--- config.mk ---
export PLATFORM = sky130hd
export DESIGN_NAME = button_counter
export DESIGN_NICKNAME = d
export VERILOG_FILES = /design/src/rtl/button_counter.sv
export SDC_FILE = /design/constraint.sdc
export NUM_CORES = 1
export LEC_CHECK = 0
export ABC_AREA = 1
export BUFFER_PORTS_ARGS = -buffer_cell sky130_fd_sc_hd__buf_2
export CAP_MARGIN = 20
export CORE_MARGIN = 1
export CORE_UTILIZATION = 55
export CTS_CLUSTER_DIAMETER = 30
export DETAILED_ROUTE_END_ITERATION = 8
export GPL_TIMING_DRIVEN = 0
export PLACE_DENSITY = 0.69
export SYNTH_ARGS = -nofsm -noshare
export SYNTH_HDL_FRONTEND = slang
export SYNTH_SLANG_ARGS = --single-unit
--- constraint.sdc ---
create_clock -name clk -period 2.9 [get_ports clk]
set_input_delay 0.145 -clock clk [delete_from_list [all_inputs] [get_ports clk]]
set_output_delay 0.145 -clock clk [all_outputs]
set_load 0.05 [all_outputs]
--- src/rtl/button_counter.sv ---
// Up/down pushbutton counter: each button is synchronized and debounced, then drives
// a press/auto-repeat FSM whose step pulses move an 8-bit wrap-around count on leds.
module button_counter #(
    parameter int CLK_FREQ    = 25_000_000,
    parameter int DEBOUNCE_MS = 10
) (
    input  logic       clk,
    input  logic       rst_n,
    input  logic       btn_up,
    input  logic       btn_down,
    output logic [7:0] leds
);
    localparam int DB   = CLK_FREQ / 1000 * DEBOUNCE_MS;
    localparam int HOLD = CLK_FREQ / 2;
    localparam int RPT  = CLK_FREQ / 10;
    localparam int DW   = (DB > 1) ? $clog2(DB) : 1;
    localparam int TW   = (HOLD > 1) ? $clog2(HOLD) : 1;

    // IDLE: waiting for press | HELD: waiting out auto-repeat delay | REPEAT: repeating
    typedef enum logic [1:0] {
        ST_IDLE   = 2'd0,
        ST_HELD   = 2'd1,
        ST_REPEAT = 2'd2
    } state_t;

    logic [1:0]    btn_raw;
    logic [1:0]    sync_q  [2];
    logic [1:0]    db_q;
    logic [DW-1:0] dcnt_q  [2];
    logic [TW-1:0] tcnt_q  [2];
    state_t        state_q [2];
    logic [1:0]    step_q;
    logic [7:0]    leds_q;
    logic [7:0]    leds_d;

    assign btn_raw = {btn_down, btn_up};

    always_ff @(posedge clk or negedge rst_n) begin
        if (!rst_n) begin
            for (int i = 0; i < 2; i++) begin
                sync_q[i]  <= '0;
                dcnt_q[i]  <= '0;
                tcnt_q[i]  <= '0;
                state_q[i] <= ST_IDLE;
            end
            db_q   <= '0;
            step_q <= '0;
        end else begin
            for (int i = 0; i < 2; i++) begin
                sync_q[i] <= {sync_q[i][0], btn_raw[i]};

                if (sync_q[i][1] == db_q[i]) begin
                    dcnt_q[i] <= '0;
                end else if (dcnt_q[i] == DW'(DB - 1)) begin
                    db_q[i]   <= sync_q[i][1];
                    dcnt_q[i] <= '0;
                end else begin
                    dcnt_q[i] <= dcnt_q[i] + 1'b1;
                end

                // Release is checked before timer expiry so a coincident release suppresses the pulse.
                step_q[i] <= 1'b0;
                case (state_q[i])
                    ST_IDLE: begin
                        if (db_q[i]) begin
                            step_q[i]  <= 1'b1;
                            tcnt_q[i]  <= '0;
                            state_q[i] <= ST_HELD;
                        end
                    end
                    ST_HELD: begin
                        if (!db_q[i]) begin
                            state_q[i] <= ST_IDLE;
                        end else if (tcnt_q[i] == TW'(HOLD - 1)) begin
                            step_q[i]  <= 1'b1;
                            tcnt_q[i]  <= '0;
                            state_q[i] <= ST_REPEAT;
                        end else begin
                            tcnt_q[i] <= tcnt_q[i] + 1'b1;
                        end
                    end
                    ST_REPEAT: begin
                        if (!db_q[i]) begin
                            state_q[i] <= ST_IDLE;
                        end else if (tcnt_q[i] == TW'(RPT - 1)) begin
                            step_q[i] <= 1'b1;
                            tcnt_q[i] <= '0;
                        end else begin
                            tcnt_q[i] <= tcnt_q[i] + 1'b1;
                        end
                    end
                    default: state_q[i] <= ST_IDLE;
                endcase
            end
        end
    end

    always_comb begin
        leds_d = leds_q;
        case (step_q)
            2'b01:   leds_d = leds_q + 8'd1;
            2'b10:   leds_d = leds_q - 8'd1;
            default: leds_d = leds_q;
        endcase
    end

    always_ff @(posedge clk or negedge rst_n) begin
        if (!rst_n) leds_q <= 8'h00;
        else        leds_q <= leds_d;
    end

    assign leds = leds_q;

endmodule

==> qor.csv <==
stage,metric,value,unit
power_and_ir_drop,pwr dens,367,nW/µm²
sta,Final Slew Violations,0,
floorplanning,# rows,40,
drt,Iter 0 DRT Violations,535,
worst_setup_path,"Req. time, crit path",3.11,ns
yosys,synthesized instance count,931,
grt,gr usage total,25.7,%
drt,Routed Antenna Nets,0,
drt,DR vias/cell,5.47,
grt,global route total overflow,0,
yosys,Main synth FF type,dfrtp_1,
sta,Max Freq,462,MHz
cts,Root Buffer,clkbuf_16,
worst_setup_path,R2R Setup Slk,0.73,ns
floorplanning,die area,12700,µm²
worst_setup_path,endpoint type of the worst setup path,flip-flop,
worst_setup_path,CP startpoint kind,flip-flop,
yosys,syn_area_per_cell,7.24,µm²
placement,HPWL after DPL,11500,µm
yosys,most frequent cells after synthesis,"nand2_1 (224), nor2_1 (128), inv_1 (116)",
sta,"Period Utilization, post-route",74.7,%
yosys,top-area cell type share of the netlist area,38.6,%
layout,Ant. Diodes,0,
grt,largest net degree at the start of global routing,58,
floorplanning,Top Ports,12,
yosys,library cells used by synthesis,48,
grt,global-route wire length before repair,26000,µm
floorplanning,Core Footprint,12000,µm²
worst_setup_path,Crit Path Class,flip-flop to flip-flop,
cts,post-CTS sizing,0,
cts,Num CTS Buffers,9,
sta,final setup fails,0,
cts,CTS Hold Bufs,3,
yosys,#FFs+latches synth,104,
layout,Final Util,61.1,%
yosys,Synth area leader,dfrtp_1,
drt,routed length per instance,13.9,µm
power_and_ir_drop,VDD IR max,0.390,mV
yosys,Synth warnings,0,
yosys,"Seq/Total Area, Yosys",38.6,%
drt,post-route DRC violation count,0,
run_status,status,completed,
cts,Clock transition at path regs,0.07,ns
sta,Setup TNS,0,ns
floorplanning,die width,113,µm
power_and_ir_drop,Leak,3.44,nW
sta,Slew headroom,50.5,%
layout,NumNets Final,981,
cts,clk_lat worst skew,0.35,ns
placement,Port Buffers,11,
hold_path,HP Class,flip-flop to flip-flop,
cts,htree depth,3,
grt,vias in the first global route,5521,
worst_setup_path,crit path DAT,2.38,ns
cts,clock sink count,104,
sta,Tmin final,2.17,ns
cts,buffer count from post-CTS setup fixing,0,
yosys,Synth area leaders,"dfrtp_1 (39%), nand2_1 (12%), nor2_1 (7.1%)",
layout,Syn-to-layout area delta,8.48,%
sta,"Hold Vio Cnt, Final",0,
drt,DR pass1 iterations,5,
sta,hold_ws,0.374,ns
yosys,count of flip-flops with a built-in enable after synthesis,0,
yosys,Post-Syn Area,6740,µm²
yosys,dominant cell by count in the synthesized netlist,nand2_1,
floorplanning,Die Y,113,µm
sta,RSZ-0062 raised after global routing,false,
cts,TritonCTS clock tree,built,
drt,vias,6057,
yosys,ys async rst share,100,%
layout,fraction of layout instances using a drive strength above 1,9.78,%
grt,initial antenna violation count,0,
sta,Least-Margin Pin Slew,0.743,ns
placement,gpl congestion,1.01,
sta,skew final,0.00738,ns
job,maxcap violations,0,
worst_setup_path,CP Max Fanout,10,
floorplanning,Initial Util,56.4,%
yosys,syn_nets,955,
drt,DRT Wirelength,15400,µm
cts,clock buffer depth,2,
==> power by group <==
part / internal, mW / switching [mW] / total, mW
clock network: 0.605 / 0.547 / 1.15
registers: 1.46 / 0.00751 / 1.47
logic: 0.0171 / 0.0451 / 0.0621
total: 2.08 / 0.600 / 2.68
==> kinds of logic (layout without fill, tap and decap cells) <==
logic type                 after synthesis  after routing  synth area share, %
muxes                                    1              1                0.167
buffers and inverters                  146            176                 8.93
xor gates and xnor gates                28             28                 3.64
AOI/OAI and AO/OA                      107            107                 9.67
adders and majority gates               20             20                 3.82
and+or+nand+nor                        525            525                 35.2
DFF                                    104            104                 38.6
==> state kept, by name, summed over array words and instances (netlist names) <==
register and flops:
sync_q 4, db_q 2, tcnt_q 48, leds 8
step_q 2, dcnt_q 36, state_q 4
==> metal layers <==
metal	track usage [%]	up-vias	wire, µm	share of wire [%]
li1	-	3076	-	-
met1	36.5	2782	7370	48
met2	40.2	172	6980	45
met3	3.75	27	791	5.1
met4	9.16	0	249	1.6
met5	0	-	0	0
==> stage by stage <==
stage / instances / cell area [µm²] / setup slack [ns] / total power [mW]
CTS: 1108 / 7310 / 0.768 / 2.71
global route: 1108 / 7310 / 0.582 / 2.78
finish: 1108 / 7310 / 0.734 / 2.68
global placement: 1089 / 6980 / 0.514 / 1.55
floorplan: 931 / 6740 / 0.994 / 1.51
detailed placement: 1090 / 7010 / 0.772 / 1.56
==> cell type report <==
cell class              instances  area, µm²
fillers                      1106       4650
multi-input cells             681       3540
flip-flops and latches        104       2600
inverters                     127        477
clock buffers                  11        243
well taps                     147        184
plain buffers                  19        125
repair buffers                 15        115
clock inverters                 4       30.0
==> critical path, cell delays in order, from the launching register on <==
cell	delay, ns
dfrtp_1	0.41
inv_1	0.09
ha_1	0.24
inv_1	0.12
nand2_1	0.11
nand2_1	0.05
nand2_1	0.28
buf_1	0.55
a21oi_1	0.16
==> path summary, 6_finish.rpt <==
path / startpoint / endpoint / depth (start not counted)
setup / recovery: state_q[2] / tcnt_q[35] / 8
hold / removal: sync_q[2] / sync_q[3] / 0
setup reg to reg: state_q[2] / tcnt_q[35] / 8
hold reg to reg: sync_q[2] / sync_q[3] / 0
max in group asynchronous: rst_n / tcnt_q[13] / 3
min in group asynchronous: rst_n / leds[5] / 2
==> cells in the final DEF, fill, tap and decap left out, types with 4 or more instances in the layout <==
master / synthesis / routed
nand2_1: 224 / 224
nor2_1: 128 / 128
inv_1: 116 / 116
dfrtp_1: 104 / 104
nand3_1: 74 / 74
a21oi_1: 45 / 45
nand4_1: 33 / 33
nor3_1: 29 / 29
xor2_1: 24 / 24
o21ai_0: 20 / 20
buf_2: 9 / 19
ha_1: 19 / 19
inv_2: 11 / 11
a21oi_2: 11 / 11
nor2_2: 10 / 10
clkbuf_16: 0 / 9
nor4_1: 6 / 6
o21ai_1: 6 / 6
nand2_4: 4 / 4
xnor2_1: 4 / 4
buf_4: 3 / 4
a21boi_0: 4 / 4
o31ai_1: 4 / 4
Note: power is estimated with default switching activity, not from simulation.
